==> src/rtl/dijkstra_pkg.sv <==
// Shared types and constants for the Dijkstra datapath: infinity encoding,
// command op codes, visited-bit polarity and the distance queue FSM states.
package dijkstra_pkg;

  localparam logic VISITED   = 1'b1;
  localparam logic UNVISITED = 1'b0;

  typedef enum logic [1:0] {
    OP_NOP   = 2'b00,
    OP_WRITE = 2'b01,
    OP_RELAX = 2'b10
  } op_code_e;

  typedef enum logic [1:0] {
    ST_IDLE = 2'b00,
    ST_SCAN = 2'b01,
    ST_DONE = 2'b10
  } queue_state_e;

  // All-ones value of the given width; callers cast down to their width.
  function automatic logic [31:0] infinity(input int unsigned width);
    logic [31:0] result;
    result = '0;
    for (int i = 0; i < 32; i++) begin
      if (i < int'(width)) result[i] = 1'b1;
    end
    return result;
  endfunction

endpackage

==> src/rtl/min_lane_reducer.sv <==
// Folds one scan beat of lanes into the running minimum. Visited and INFINITY
// entries are skipped; lanes are visited in ascending index order.
module min_lane_reducer
  import dijkstra_pkg::*;
#(
  parameter int LANES       = 2,
  parameter int INDEX_WIDTH = 3,
  parameter int VALUE_WIDTH = 8
) (
  input  logic [LANES*VALUE_WIDTH-1:0] lane_values,
  input  logic [LANES*INDEX_WIDTH-1:0] lane_indices,
  input  logic [LANES-1:0]             lane_visited,
  input  logic [VALUE_WIDTH-1:0]       best_value,
  input  logic [INDEX_WIDTH-1:0]       best_index,
  input  logic                         best_found,
  output logic [VALUE_WIDTH-1:0]       new_value,
  output logic [INDEX_WIDTH-1:0]       new_index,
  output logic                         new_found
);

  localparam logic [VALUE_WIDTH-1:0] INF = VALUE_WIDTH'(infinity(VALUE_WIDTH));

  logic [VALUE_WIDTH-1:0] cand;
  logic                   eligible;

  // Strict less-than: an equal value in a later lane never displaces the
  // current best, so ties resolve to the lowest index.
  always_comb begin
    new_value = best_value;
    new_index = best_index;
    new_found = best_found;
    cand      = '0;
    eligible  = 1'b0;
    for (int l = 0; l < LANES; l++) begin
      cand     = lane_values[l*VALUE_WIDTH +: VALUE_WIDTH];
      eligible = (lane_visited[l] != VISITED) && (cand != INF);
      if (eligible && (!new_found || (cand < new_value))) begin
        new_value = cand;
        new_index = lane_indices[l*INDEX_WIDTH +: INDEX_WIDTH];
        new_found = 1'b1;
      end
    end
  end

endmodule

==> src/rtl/distance_queue.sv <==
// Tentative-distance store for Dijkstra with write/relax commands and a
// multi-cycle minimum search over unvisited entries, SCAN_LANES per beat.
module distance_queue
  import dijkstra_pkg::*;
#(
  parameter int MAX_NODES    = 8,
  parameter int INDEX_WIDTH  = $clog2(MAX_NODES),
  parameter int VALUE_WIDTH  = 8,
  parameter int SCAN_LANES   = 2,
  parameter int SOURCE_INDEX = 0
) (
  input  logic                   clock,
  input  logic                   reset_n,
  input  logic                   clear,
  input  logic [INDEX_WIDTH-1:0] source,
  input  logic                   op_valid,
  output logic                   op_ready,
  input  logic [1:0]             op_code,
  input  logic [INDEX_WIDTH-1:0] op_index,
  input  logic [VALUE_WIDTH-1:0] op_value,
  output logic                   relax_updated,
  input  logic [INDEX_WIDTH-1:0] read_index,
  output logic [VALUE_WIDTH-1:0] read_value,
  input  logic [MAX_NODES-1:0]   visited_vector,
  input  logic                   find_req,
  output logic                   find_busy,
  output logic                   find_done,
  output logic [INDEX_WIDTH-1:0] min_index,
  output logic [VALUE_WIDTH-1:0] min_value,
  output logic                   min_empty,
  output logic [1:0]             fsm_state
);

  localparam int BEATS      = MAX_NODES / SCAN_LANES;
  localparam int BEAT_WIDTH = (BEATS > 1) ? $clog2(BEATS) : 1;
  localparam logic [VALUE_WIDTH-1:0] INF = VALUE_WIDTH'(infinity(VALUE_WIDTH));
  localparam logic [BEAT_WIDTH-1:0]  LAST_BEAT = BEAT_WIDTH'(BEATS - 1);

  queue_state_e state, state_next;

  logic [VALUE_WIDTH-1:0] entries [MAX_NODES];
  logic [BEAT_WIDTH-1:0]  beat;
  logic [VALUE_WIDTH-1:0] best_value;
  logic [INDEX_WIDTH-1:0] best_index;
  logic                   best_found;

  logic [SCAN_LANES*VALUE_WIDTH-1:0] lane_values;
  logic [SCAN_LANES*INDEX_WIDTH-1:0] lane_indices;
  logic [SCAN_LANES-1:0]             lane_visited;
  logic [INDEX_WIDTH-1:0]            lane_pos [SCAN_LANES];

  logic [VALUE_WIDTH-1:0] red_value;
  logic [INDEX_WIDTH-1:0] red_index;
  logic                   red_found;

  logic accept;
  logic relax_lower;
  logic scan_last;

  // Command handshake: a command transfers on a rising edge where op_valid and
  // op_ready are both high; the requester holds op_valid and the payload
  // stable until then. op_ready is high only in IDLE; clear blocks transfer.
  assign op_ready    = (state == ST_IDLE);
  assign accept      = op_valid && op_ready && !clear;
  assign relax_lower = (op_value < entries[op_index]);
  assign find_busy   = (state == ST_SCAN);
  assign find_done   = (state == ST_DONE);
  assign scan_last   = (state == ST_SCAN) && (beat == LAST_BEAT);
  assign fsm_state   = state;

  always_comb begin
    lane_values  = '0;
    lane_indices = '0;
    lane_visited = '0;
    for (int l = 0; l < SCAN_LANES; l++) begin
      lane_pos[l] = INDEX_WIDTH'(int'(beat) * SCAN_LANES + l);
      lane_values[l*VALUE_WIDTH +: VALUE_WIDTH]  = entries[lane_pos[l]];
      lane_indices[l*INDEX_WIDTH +: INDEX_WIDTH] = lane_pos[l];
      lane_visited[l] = visited_vector[lane_pos[l]];
    end
  end

  min_lane_reducer #(
    .LANES      (SCAN_LANES),
    .INDEX_WIDTH(INDEX_WIDTH),
    .VALUE_WIDTH(VALUE_WIDTH)
  ) u_reducer (
    .lane_values (lane_values),
    .lane_indices(lane_indices),
    .lane_visited(lane_visited),
    .best_value  (best_value),
    .best_index  (best_index),
    .best_found  (best_found),
    .new_value   (red_value),
    .new_index   (red_index),
    .new_found   (red_found)
  );

  always_ff @(posedge clock or negedge reset_n) begin
    if (!reset_n) state <= ST_IDLE;
    else          state <= state_next;
  end

  always_comb begin
    state_next = state;
    case (state)
      ST_IDLE: if (find_req) state_next = ST_SCAN;
      ST_SCAN: if (beat == LAST_BEAT) state_next = ST_DONE;
      ST_DONE: state_next = ST_IDLE;
      default: state_next = ST_IDLE;
    endcase
    if (clear) state_next = ST_IDLE;
  end

  always_ff @(posedge clock or negedge reset_n) begin
    if (!reset_n) begin
      for (int i = 0; i < MAX_NODES; i++) begin
        entries[i] <= (i == SOURCE_INDEX) ? '0 : INF;
      end
    end else if (clear) begin
      for (int i = 0; i < MAX_NODES; i++) begin
        entries[i] <= (INDEX_WIDTH'(i) == source) ? '0 : INF;
      end
    end else if (accept) begin
      case (op_code_e'(op_code))
        OP_WRITE: entries[op_index] <= op_value;
        OP_RELAX: if (relax_lower) entries[op_index] <= op_value;
        default:  ;
      endcase
    end
  end

  always_ff @(posedge clock or negedge reset_n) begin
    if (!reset_n) begin
      read_value    <= '0;
      relax_updated <= 1'b0;
    end else begin
      read_value    <= entries[read_index];
      relax_updated <= accept && (op_code == OP_RELAX) && relax_lower;
    end
  end

  always_ff @(posedge clock or negedge reset_n) begin
    if (!reset_n) begin
      beat       <= '0;
      best_value <= INF;
      best_index <= '0;
      best_found <= 1'b0;
      min_index  <= '0;
      min_value  <= INF;
      min_empty  <= 1'b1;
    end else if (!clear) begin
      if ((state == ST_IDLE) && find_req) begin
        beat       <= '0;
        best_value <= INF;
        best_index <= '0;
        best_found <= 1'b0;
      end else if (state == ST_SCAN) begin
        beat       <= beat + BEAT_WIDTH'(1);
        best_value <= red_value;
        best_index <= red_index;
        best_found <= red_found;
      end
      // Result lands on the edge entering DONE so it is valid with find_done.
      if (scan_last) begin
        min_index <= red_found ? red_index : '0;
        min_value <= red_found ? red_value : INF;
        min_empty <= !red_found;
      end
    end
  end

endmodule

==> config.mk <==
export PLATFORM = sky130hd
export DESIGN_NAME = distance_queue
export DESIGN_NICKNAME = d
export VERILOG_FILES = /design/src/rtl/dijkstra_pkg.sv /design/src/rtl/min_lane_reducer.sv /design/src/rtl/distance_queue.sv
export SDC_FILE = /design/constraint.sdc
export NUM_CORES = 1
export LEC_CHECK = 0
export BUFFER_PORTS_ARGS = -buffer_cell sky130_fd_sc_hd__buf_2
export CORE_MARGIN = 10
export CORE_UTILIZATION = 61
export DETAILED_ROUTE_END_ITERATION = 12
export PLACE_DENSITY = 0.81
export SKIP_LAST_GASP = 1
export SYNTH_ARGS = -nofsm -noshare
export SYNTH_HDL_FRONTEND = slang
export SYNTH_HIERARCHICAL = 1
export SYNTH_SLANG_ARGS = --single-unit
export TNS_END_PERCENT = 10
==> constraint.sdc <==
create_clock -name clock -period 4.95 [get_ports clock]
set_input_delay 0.99 -clock clock [delete_from_list [all_inputs] [get_ports clock]]
set_output_delay 0.99 -clock clock [all_outputs]
set_load 0.05 [all_outputs]
======== Word-level counts from Yosys, hierarchy flattened ========
Cells that the tools add are included.
operators by class
  add/subtract/negate cells ............... 2
  order comparisons ....................... 10
  eq/ne operators ......................... 17
  mux-type cells .......................... 51
  bitwise operators ....................... 7
  reduce and logical (&&, ||, !) cells .... 26
operator list
  cell                count
  $mux 64             3
  $mux 8              22
  $pmux 64 s2         1
  $bmux 8 s3          4
  $bwmux 64           1
  $demux 8 s3         1
  $lt 8x8->1          3
  $ge 4x4->1 const B  4
  $ne 8x8->1 const B  2
  $not 3->4           4
  $mux 3              5
  $eq 3x3->1 const A  4
  $logic_and 1x1->1   11
  $mux 2              5
  $lt 3x4->1 const B  2
  $eq 2x2->1 const B  3
  $eq 2x3->1 const A  2
  $mux 1              6
  $ne 3x2->1 const B  2
  $reduce_and 2->1    3
  $eq 2x1->1 const B  2
  $logic_not 1->1     4
  $lt 4x1->1 const B  1
  $pmux 2 s2          1
  13 further kinds    17
storage, ports and cells
  flip-flop bits (word level) ............. 101
  input port bits ......................... 32
  output and inout port bits .............. 26
  logic and storage cells ................. 131

======== Depth between registers and ports, before layout ========
Gate-level depths: netlist of the first run.
  depth in word-level cells ............... 14
  gate-level depth with buffers ........... 20

======== Hierarchy ========
The synthesis of the first run kept the hierarchy.
by module, submodules not included
  module            times used  cells an instance  area an instance (um^2)  seq. area each (um^2)
  distance_queue    1           506                5941.9                   2618.8
  min_lane_reducer  1           89                 706.9                    0.0

======== Worst setup path after synthesis of the first run ========
OpenSTA, ideal clock, no wires.
  path type ............................... input to register
  start ................................... in op_index[2]
  end ..................................... reg entries[56] (netlist name)
  data arrival time ....................... 4434 ps
  data required time ...................... 4794 ps
  path slack .............................. 360 ps
  cell stages on the path ................. 11
  path buffers ............................ 3
  path through ............................ buf_1 -> buf_1 -> clkbuf_1 -> mux4_2 -> mux2i_1 -> ha_1 -> a2111o_1 -> nor4_4 -> o31ai_2 -> mux2i_1 -> o21ai_0
on the way
  cells in the longest elaborated chain, start to end .. 10
  elaborated cells between the ends (all ways) .. 17
  classes of those cells .................. order compare (3); eq/ne (1); mux (10); bitwise (1); reduce/logical (2)
ends and longest elaborated chain
  element                                                         RTL line                                                            text
  start, declared                                                 distance_queue.sv:19                                                input logic [INDEX_WIDTH-1:0] op_index,
  $not 3->4 (not written as such) *                               distance_queue.sv:65, distance_queue.sv:126, distance_queue.sv:127
  $ge 4x4->1 (not written as such) or $lt 4x1->1 (tied branches)  distance_queue.sv:126, distance_queue.sv:127
  $logic_and 1x1->1 (not written as such)                         distance_queue.sv:126, distance_queue.sv:127
  $mux 8 (not written as such)                                    distance_queue.sv:126, distance_queue.sv:127
  $demux 8 s3                                                     distance_queue.sv:126, distance_queue.sv:127
  $bwmux 64                                                       distance_queue.sv:126, distance_queue.sv:127
  $mux 64                                                         distance_queue.sv:127                                               OP_RELAX: if (relax_lower) entries[op_index] <= op_value;
  $pmux 64 s2                                                     distance_queue.sv:125                                               case (op_code_e'(op_code))
  $mux 64                                                         distance_queue.sv:124                                               end else if (accept) begin
  $mux 64                                                         distance_queue.sv:120                                               end else if (clear) begin
  end signal, assigned by index                                   distance_queue.sv:122                                               entries[i] <= (INDEX_WIDTH'(i) == source) ? '0 : INF;
  end signal, assigned by index                                   distance_queue.sv:126                                               OP_WRITE: entries[op_index] <= op_value;
  end signal, assigned by index                                   distance_queue.sv:127
  end, declared                                                   distance_queue.sv:41                                                logic [VALUE_WIDTH-1:0] entries [MAX_NODES];
Every way passes the cells marked *; elsewhere a longest branch is shown, timed or not. The select of a mux whose other input is x is not followed.
A chain may end at the register's enable or synchronous reset.

======== Final worst setup path of the first run ========
  start ................................... reg beat[0]
  end ..................................... reg best_index[1]
on the way
  cells in the longest elaborated chain, start to end .. 14
  elaborated cells between the ends (all ways) .. 32
  classes of those cells .................. add/sub (1); order compare (2); eq/ne (2); mux (16); bitwise (4); reduce/logical (7)
ends and longest elaborated chain
  element                                                RTL line                                        text
  start, declared                                        distance_queue.sv:42                            logic [BEAT_WIDTH-1:0] beat;
  start signal, assigned                                 distance_queue.sv:159                           beat <= beat + BEAT_WIDTH'(1);
  $not 3->4 (not written as such) *                      distance_queue.sv:77                            lane_values[l*VALUE_WIDTH +: VALUE_WIDTH] = entries[lane_pos[l]];
  $bmux 8 s3 *                                           distance_queue.sv:77
  $mux 8 (not written as such) * (2 in a row)            distance_queue.sv:77
  via lane_values[7]                                     distance_queue.sv:47                            logic [SCAN_LANES*VALUE_WIDTH-1:0] lane_values;
  $lt 8x8->1 or $ne 8x8->1 (tied branches)               min_lane_reducer.sv:37, min_lane_reducer.sv:36
  $logic_or 1x1->1 or $logic_and 1x1->1 (tied branches)  min_lane_reducer.sv:37, min_lane_reducer.sv:36
  $logic_and 1x1->1                                      min_lane_reducer.sv:37                          if (eligible && (!new_found || (cand < new_value))) begin
  $mux 8 or $mux 1 (tied branches)                       min_lane_reducer.sv:37
  $lt 8x8->1 or $logic_not 1->1 (tied branches)          min_lane_reducer.sv:37
  $logic_or 1x1->1                                       min_lane_reducer.sv:37
  $logic_and 1x1->1                                      min_lane_reducer.sv:37
  $mux 3 *                                               min_lane_reducer.sv:37
  via red_index[1]                                       distance_queue.sv:53                            logic [INDEX_WIDTH-1:0] red_index;
  $mux 3 *                                               distance_queue.sv:158                           end else if (state == ST_SCAN) begin
  $mux 3 *                                               distance_queue.sv:153                           if ((state == ST_IDLE) && find_req) begin
  end signal, assigned                                   distance_queue.sv:161                           best_index <= red_index;
  end, declared                                          distance_queue.sv:44                            logic [INDEX_WIDTH-1:0] best_index;
Mark *: on every way through the listed nets, which the timed path passes. The rest lies on a longest branch. The select of a mux whose other input is x is not followed.

==> metrics.log, run 1 <==
INFO  metric fin_worst_skew = 0.0139 ns
INFO  metric num_io_pins = between 50 and 60
INFO  metric synth_edf_count = 0
INFO  metric placementRows = 38
INFO  metric grt_usage = 0.246
INFO  metric worst_r2r_path_depth = 15
INFO  metric drt.antenna.violating_nets = 0
INFO  metric tritoncts_clock_tree = done
INFO  metric r2r_slack = 0.16 ns
INFO  metric achievable_freq = ~210 MHz
INFO  metric ys_types = 51
INFO  metric worst_hold_slack_across_all_endpoints = 0.453 ns
INFO  metric report.final.slew_viol_count = 0
INFO  metric horizontal_die_dimension = 124 um
INFO  metric clock_tree.root_cell = sky130_fd_sc_hd__clkbuf_8
INFO  metric grt_first_pass_wirelength = 30700 um
INFO  metric synth.top_cells.by_count = 91 x sky130_fd_sc_hd__o21ai_0, 89 x sky130_fd_sc_hd__mux2i_1, 73 x sky130_fd_sc_hd__dfstp_2, 44 x sky130_fd_sc_hd__nand2_1, 39 x sky130_fd_sc_hd__mux4_2
INFO  metric clk_transition_reported_paths = 0.10 ns
INFO  metric synth_compound_area_frac = 0.137
INFO  metric timing.critical_path.from_type = register
INFO  metric initial_utilization = 0.619
INFO  metric fill_cells = 812
INFO  metric syn_area_per_cell = 11.2 um2
INFO  metric final_hold_viol_count = 0
INFO  metric final_weighted_congestion_in_routability_driven_placement = 1.06
INFO  metric critPathRequiredTime = 5.24 ns
INFO  metric synth_top_area_cell = sky130_fd_sc_hd__dfstp_2
INFO  metric clk_path_buf_depth = 2
INFO  metric drc = 0
INFO  metric pin_count_of_the_biggest_net_entering_global_routing = 76
INFO  metric detailroute.via_count = between 5000 and 6000
INFO  metric post_route_cells_drive_above_1_share = 0.375
INFO  metric yosys.cell_count.top_type = sky130_fd_sc_hd__o21ai_0
INFO  metric yosysWarningCount = 6
INFO  metric async_reset_ff_frac = 1.00
INFO  metric drc_marker_count_from_the_first_detailed_route_iteration = 459
INFO  metric outcome = finished clean
INFO  metric route.detailed.vias_per_inst = 6.65
INFO  metric grt_busiest_layer = met2
INFO  metric muxShareOfSynthArea = 0.302
INFO  metric cts_htree_levels = 3
INFO  metric final_core_utilization = 0.690
INFO  metric cts-buffers-inserted = 9
INFO  metric min-delay-path-class = input port to asynchronous set/reset pin
INFO  metric netlist_instances = between 500 and 600
INFO  metric grt_util_met3 = 0.0621
INFO  metric worst-endpoint-arrival = 5.08 ns
INFO  metric clkSinkCount = 101
INFO  metric groute.layer.met2.usage = 0.408
INFO  metric global_route.overflow_total = 0
INFO  metric max_cap_violations = 0
INFO  metric critPathCaptureType = register
INFO  metric fin_setup_tns = 0 ns
INFO  metric detail_route.first_pass.iterations = 5
INFO  metric grt.met1_usage = 0.294
INFO  metric synth.top_cells.by_area = sky130_fd_sc_hd__dfstp_2 29%, sky130_fd_sc_hd__mux2i_1 13%, sky130_fd_sc_hd__mux4_2 13%, sky130_fd_sc_hd__dfrtp_1 11%, sky130_fd_sc_hd__o21ai_0 6.8%
INFO  metric yosys.area_share.xor_xnor = 0
INFO  metric areaGrowthSynthToFinish = 11.4%
INFO  metric min_period_over_period = 0.968
INFO  metric rsz0062_at_grt = false
INFO  metric mappedNetlistNets = 649
INFO  metric peakVddDrop = roughly 0.44 mV
INFO  metric leakagePower = 3.49 nW
INFO  metric yosys_register_bits = 101
INFO  metric path_class = register to register
INFO  metric critical_path.reg2reg.endpoint = best_index[1]$_DFFE_PN0P_
INFO  metric synth_seq_area_share = 0.394
INFO  metric period_minus_slack = around 4.8 ns
INFO  metric routed_wire_length_per_instance = 24.2 um
INFO  metric timing.critical_path.fanout_max = 18
INFO  metric relSlewSlack = 0.143
INFO  metric grt_pass1_vias = 5478
INFO  metric wirelength = 19200 um
INFO  metric power_density = 508 nW/um2
INFO  metric layout.nets = 703
INFO  metric timing_worst_slew_pin_value = 1.27 ns
INFO  metric io_buffer_count = 57
INFO  metric setup_viol_count_final = 0
INFO  metric hpwlAfterDp = between 10000 and 15000 um
INFO  metric num_antenna_cells = 0
INFO  metric synth_flop_cell = sky130_fd_sc_hd__dfstp_2
INFO  metric yosys.area_share.simple = 0.0877
INFO  metric worstReg2RegStart = beat[0]$_DFFE_PN0P_
INFO  metric core-area = 10700 um2
INFO  metric synth-adder-area-share = 0.0414
INFO  metric synth_top_family_by_area = multiplexers
INFO  metric die-height = 124 um
INFO  metric summed_instance_area_of_the_synthesized_netlist = approximately 6600 um2
INFO  metric clk_latency = 0.40 ns
INFO  metric floorplan.die_area = 15500 um2
INFO  metric netlist.area_leader.share = 0.288
INFO  metric grt_antenna_before_repair = 1
[registers in the layout, summed over array words and instances (netlist names)]
| name | count |
|---|---|
| beat | 2 |
| best_found | 1 |
| best_index | 3 |
| best_value | 8 |
| entries | 64 |
| fsm_state | 2 |
| min_empty | 1 |
| min_index | 3 |
| min_value | 8 |
| read_value | 8 |
| relax_updated | 1 |
[how the worst max path moves through the flow]
stage,cells past startpoint,to,slack (ns),startpoint
after floorplan,11,entries[56]$_DFFE_PN0P_,0.36,op_index[2]
after global placement,14,best_index[1]$_DFFE_PN0P_,0.41,beat[1]$_DFFE_PN0P_
after detailed placement,14,best_index[1]$_DFFE_PN0P_,0.24,beat[1]$_DFFE_PN0P_
after CTS,14,best_index[1]$_DFFE_PN0P_,0.22,beat[1]$_DFFE_PN0P_
after global routing,15,best_index[1]$_DFFE_PN0P_,0.05,beat[0]$_DFFE_PN0P_
final,15,best_index[1]$_DFFE_PN0P_,0.16,beat[0]$_DFFE_PN0P_
[placed cells by master (no fill, tap or decap), types with 3 or more instances in the layout]
master	netlist	final
sky130_fd_sc_hd__mux2_1	3	3
sky130_fd_sc_hd__nand4_1	8	8
sky130_fd_sc_hd__buf_4	0	29
sky130_fd_sc_hd__mux2i_1	89	89
sky130_fd_sc_hd__nor2_1	25	25
sky130_fd_sc_hd__nand3_1	10	10
sky130_fd_sc_hd__buf_2	1	56
sky130_fd_sc_hd__nor2b_1	15	15
sky130_fd_sc_hd__nand2_1	44	44
sky130_fd_sc_hd__inv_1	18	18
sky130_fd_sc_hd__dfstp_2	73	73
sky130_fd_sc_hd__ha_1	22	22
sky130_fd_sc_hd__mux2_4	4	4
sky130_fd_sc_hd__mux2_2	13	13
sky130_fd_sc_hd__a21oi_1	13	13
sky130_fd_sc_hd__nand2b_1	4	4
sky130_fd_sc_hd__o31ai_2	6	7
sky130_fd_sc_hd__clkbuf_8	0	9
sky130_fd_sc_hd__mux4_2	39	39
sky130_fd_sc_hd__dfrtp_1	28	27
sky130_fd_sc_hd__o21ai_0	91	91
sky130_fd_sc_hd__a22o_1	5	5
sky130_fd_sc_hd__a211oi_1	4	4
sky130_fd_sc_hd__bufinv_16	0	3
sky130_fd_sc_hd__a22oi_1	3	3
[critical path, stage by stage, from the launching register on]
cell                        delay, ns
sky130_fd_sc_hd__dfrtp_1         0.46
sky130_fd_sc_hd__buf_12          0.22
sky130_fd_sc_hd__mux4_2          0.59
sky130_fd_sc_hd__ha_1            0.33
sky130_fd_sc_hd__o21ai_0         0.12
sky130_fd_sc_hd__nor2_1          0.16
sky130_fd_sc_hd__nor3_2          0.06
sky130_fd_sc_hd__a21oi_1         0.17
sky130_fd_sc_hd__buf_4           0.25
sky130_fd_sc_hd__mux2i_1         0.39
sky130_fd_sc_hd__ha_1            0.32
sky130_fd_sc_hd__a2111oi_0       0.66
sky130_fd_sc_hd__a31oi_2         0.15
sky130_fd_sc_hd__buf_4           0.23
sky130_fd_sc_hd__mux2_4          0.33
sky130_fd_sc_hd__a22o_1          0.22
[cells by family after synthesis]
kind of cell	Yosys count
adder cells (fa/ha/maj)	22
AND/OR/NAND/NOR	118
other	2
AO/OA/AOI/OAI	143
multiplexers	148
buffers and inverters	61
flip-flops	101
[metal layers]
metal  vias up  wire length, um
met4         2              737
met1      2648             7450
met5         -               13
met2       243             9560
li1       2335                -
met3        56             1480
[metrics by stage]
stage | setup slack, ns | area [um2] | total power [mW] | cells
floorplan | 0.360 | 6650 | 2.59 | 595
global placement | 0.409 | 7160 | 3.02 | 778
detailed placement | 0.239 | 7170 | 3.10 | 778
CTS | 0.216 | 7410 | 3.75 | 794
global route | 0.0550 | 7410 | 3.97 | 794
finish | 0.160 | 7410 | 3.77 | 794
[power by group]
group | switching, mW | leakage (nW) | internal, mW | total, mW
logic | 1.11 | 2.27 | 0.796 | 1.91
clock network | 0.311 | 0.118 | 0.339 | 0.650
registers | 0.152 | 1.10 | 1.06 | 1.21
total | 1.57 | 3.49 | 2.19 | 3.77
[final cells by class]
type	count	area, um2	share of cell area
timing repair buffer	86	518	0.0699
clock buffer	11	131	0.0177
multi-input combinational	433	3790	0.511
inverter	18	67.6	0.00912
sequential	101	2620	0.354
tap	140	175	0.0236
clock inverter	5	108	0.0145
[repair_timing]
item / CTS / global route
setup buffers: 0 / 0
resized for setup: 0 / 1
hold buffers: 0 / 0
hold endpoints to repair: 0 / 0
endpoints found under the setup margin: 0 / 8
No activity file was read; power rests on OpenSTA's default activity.
==> run 2, diff against run 1 <==
--- a/config.mk
+++ b/config.mk
@@ -7,9 +7,9 @@
 export LEC_CHECK = 0
 export BUFFER_PORTS_ARGS = -buffer_cell sky130_fd_sc_hd__buf_2
 export CORE_MARGIN = 10
-export CORE_UTILIZATION = 61
+export CORE_UTILIZATION = 45
 export DETAILED_ROUTE_END_ITERATION = 12
-export PLACE_DENSITY = 0.81
+export MAX_ROUTING_LAYER = met4
 export SKIP_LAST_GASP = 1
 export SYNTH_ARGS = -nofsm -noshare
 export SYNTH_HDL_FRONTEND = slang
==> run 2 against run 1 <==
Net effect: die area rose by 29%; worst setup slack better by 0.22 ns; worst hold slack better by 0.024 ns; sequential power is essentially flat; combinational power is essentially flat; total power grew 0.55%; clock skew decreased by 0.0054 ns; utilization decreased by 18 points; first-iteration DRC count fell by 25%; highest routed layer is now met4.
==> metrics.log, run 2 (synthesis results as in run 1) <==
INFO  metric period_minus_slack = 4.57 ns (-0.223 ns)
INFO  metric sequential_cell_area = 2620 um2 (about the same)
INFO  metric critPathCaptureType = register
INFO  metric timing.critical_path.to = best_index[2]$_DFFE_PN0P_
INFO  metric report.final.slew_viol_count = 0 (unchanged)
INFO  metric peakVddDrop = 0.196 mV (-55%)
INFO  metric min_from = min_value[3]$_DFFE_PN1P_
INFO  metric min_period_over_period = 0.923 (-0.0450)
INFO  metric leakagePower = 3.47 nW (-0.68%)
INFO  metric cts-buffers-inserted = 9 (unchanged)
INFO  metric placedInstanceArea = 7170 um2 (about the same)
INFO  metric highest_count_cells_in_the_layout_ignoring_fill_and_taps = 89 x sky130_fd_sc_hd__mux2i_1, 88 x sky130_fd_sc_hd__o21ai_0, 73 x sky130_fd_sc_hd__dfstp_2
INFO  metric outcome = finished clean
INFO  metric hpwlAfterDp = 14400 um (+4.4%)
INFO  metric multiInputGateArea = 3790 um2 (unchanged)
INFO  metric num_antenna_cells = 0 (unchanged)
INFO  metric worst_r2r_path_depth = 17 (+2)
INFO  metric totalPowerFinal = 3.79 mW (+0.55%)
INFO  metric r2r_slack = 0.38 ns (+0.22 ns)
INFO  metric clkSinkCount = 101 (unchanged)
INFO  metric route.detailed.vias_per_inst = 6.19 (-6.9%)
INFO  metric grt_first_pass_wirelength = 31600 um (+2.8%)
INFO  metric timing_worst_slew_pin_value = 1.22 ns (-0.0496 ns)
INFO  metric clock_tree.root_cell = sky130_fd_sc_hd__clkbuf_16
INFO  metric critPathLaunch = beat[1]$_DFFE_PN0P_
INFO  metric detailroute.via_count = 5148 (-2.6%)
INFO  metric routed_wire_length_per_instance = 23.9 um (-1.5%)
INFO  metric worst-endpoint-arrival = 4.82 ns (-0.26 ns)
INFO  metric most_frequent_standard_cell_in_the_layout_excluding_fill_and_tap_cells = sky130_fd_sc_hd__mux2i_1
INFO  metric num_io_pins = 58 (unchanged)
INFO  metric dp.cells = 815 (+4.8%)
INFO  metric clk_transition_reported_paths = 0.07 ns (-0.03 ns)
INFO  metric instances_no_fill = 831 (+4.7%)
INFO  metric fill_cells = 1283 (+58%)
INFO  metric cts_htree_levels = 3 (unchanged)
INFO  metric critical_path_depth = 17 (+2)
INFO  metric final_hold_viol_count = 0 (unchanged)
INFO  metric worstReg2RegStart = beat[1]$_DFFE_PN0P_
INFO  metric timing.critical_path.max_delay_family = multiplexers
INFO  metric layout.nets = 696 (-1.0%)
INFO  metric path_class = register to register
INFO  metric post_cts_resize_count = 0 (unchanged)
INFO  metric grt_usage = 0.207 (-0.0393)
INFO  metric fin_setup_tns = 0 ns (unchanged)
INFO  metric drt.antenna.violating_nets = 0 (unchanged)
INFO  metric wirelength = 19800 um (+3.1%)
INFO  metric clk_latency = 0.36 ns (-0.04 ns)
INFO  metric grt_pass1_vias = 5344 (-2.4%)
INFO  metric critPathBufInv = 2 (-1)
INFO  metric horizontal_die_dimension = 142 um (+14%)
INFO  metric cp_slowest_cell = sky130_fd_sc_hd__dfrtp_1
INFO  metric max_cap_violations = 0 (unchanged)
INFO  metric rsz0062_at_grt = false
INFO  metric floorplan.die_area = 20000 um2 (+29%)
INFO  metric max_stage_delay_on_crit_path = 0.83 ns (+0.17 ns)
INFO  metric grt_antenna_before_repair = 0 (-1)
INFO  metric cts_post_setup_buffers_inserted = 0 (unchanged)
INFO  metric post_route_cells_drive_above_1_share = 0.365 (-0.00986)
INFO  metric regMostFlops = entries
INFO  metric largest_register_ffs = 64 (unchanged)
INFO  metric placementRows = 44 (+16%)
INFO  metric worst_hold_slack_across_all_endpoints = 0.476 ns (+0.0240 ns)
INFO  metric achievable_freq = 219 MHz (+4.9%)
INFO  metric io_buffer_count = 57 (unchanged)
INFO  metric pin_count_of_the_biggest_net_entering_global_routing = 63 (-17%)
INFO  metric timing.critical_path.fanout_max = 12 (-6)
INFO  metric critPathRequiredTime = 5.20 ns (-0.04 ns)
INFO  metric detail_route.first_pass.iterations = 5 (unchanged)
INFO  metric min-delay-path-class = register to register
INFO  metric drc = 0 (unchanged)
INFO  metric drc_marker_count_from_the_first_detailed_route_iteration = 345 (-25%)
INFO  metric die-height = 142 um (+14%)
INFO  metric core-area = 14500 um2 (+35%)
INFO  metric areaGrowthSynthToFinish = 12.0%
INFO  metric tritoncts_clock_tree = done
INFO  metric cp_cell_sequence = mux4_2, ha_1, nand4_1, nor2_1, o31ai_1, a21oi_1, buf_4, mux2i_1, ha_1, a21oi_1, o21ai_0, a21oi_1, and2_1, a31oi_2, buf_4, mux2_4, a22o_1
INFO  metric setup_viol_count_final = 0 (unchanged)
INFO  metric holdPathStages = 2
INFO  metric clk_path_buf_depth = 2 (unchanged)
INFO  metric critical_path.reg2reg.endpoint = best_index[2]$_DFFE_PN0P_
INFO  metric initial_utilization = 0.459 (-0.160)
INFO  metric cp_common_cell = sky130_fd_sc_hd__a21oi_1
INFO  metric final_weighted_congestion_in_routability_driven_placement = 0.929 (-12%)
INFO  metric timing.critical_path.from_type = register
INFO  metric post-route-cell-area = 7450 um2 (+0.49%)
INFO  metric global_route.overflow_total = 0 (unchanged)
INFO  metric power_density = 508 nW/um2 (about the same)
INFO  metric cts_hold_buf = 0 (unchanged)
INFO  metric fin_worst_skew = 0.00852 ns (-0.00542 ns)
INFO  metric relSlewSlack = 0.178 (+0.0350)
[run 2: cell types whose count changed in the layout (fill, tap and decap cells not counted), moves of 2 or more]
cell,delta
sky130_fd_sc_hd__clkinvlp_4,+2
sky130_fd_sc_hd__o21ai_1,+3
sky130_fd_sc_hd__clkbuf_16,+9
sky130_fd_sc_hd__bufinv_16,-3
sky130_fd_sc_hd__clkbuf_8,-8
sky130_fd_sc_hd__o21ai_0,-3
sky130_fd_sc_hd__buf_4,-7
[run 2: metal layers]
metal	up-vias	GRT usage	routed length [um]
li1	2322	-	-
met1	2597	0.256	8390
met2	179	0.321	9420
met3	50	0.0411	1320
met4	0	0.0974	713
met5	-	-	0
[run 2: through the flow]
stage	utilization	worst slack, ns
global route	0.514	0.0686
finish	0.514	0.383
floorplan	-	0.360
CTS	0.514	0.416
detailed placement	0.495	0.311
global placement	0.495	0.399
[run 2: cell type report]
| cell class | count | area share |
|---|---|---|
| clock buffer | 13 | 0.0336 |
| clock inverter | 3 | 0.00319 |
| inverter | 18 | 0.00907 |
| multi-input combinational | 433 | 0.509 |
| sequential | 101 | 0.352 |
| tap | 184 | 0.0309 |
| timing repair buffer | 79 | 0.0625 |
[run 2: worst min path at each step]
stage / slack (ns) / end
floorplan: 0.46 / best_index[0]$_DFFE_PN0P_
global placement: 0.46 / min_index[2]$_DFFE_PN0P_
detailed placement: 0.47 / min_index[2]$_DFFE_PN0P_
CTS: 0.48 / min_value[3]$_DFFE_PN1P_
finish: 0.48 / min_value[3]$_DFFE_PN1P_
global route: 0.50 / min_index[0]$_DFFE_PN0P_
[run 2: tightest hold or removal path: cells and delay by family (launching register included)]
family | cells | cell delay, ns
compound gates | 1 | 0.07
flops | 1 | 0.37
simple gates | 1 | 0.04
[run 2: power by group]
| part | total (mW) | internal [mW] | switching (mW) | leakage, nW |
|---|---|---|---|---|
| combinational | 1.90 | 0.795 | 1.11 | 2.24 |
| clock | 0.680 | 0.357 | 0.324 | 0.126 |
| sequential | 1.20 | 1.06 | 0.148 | 1.11 |
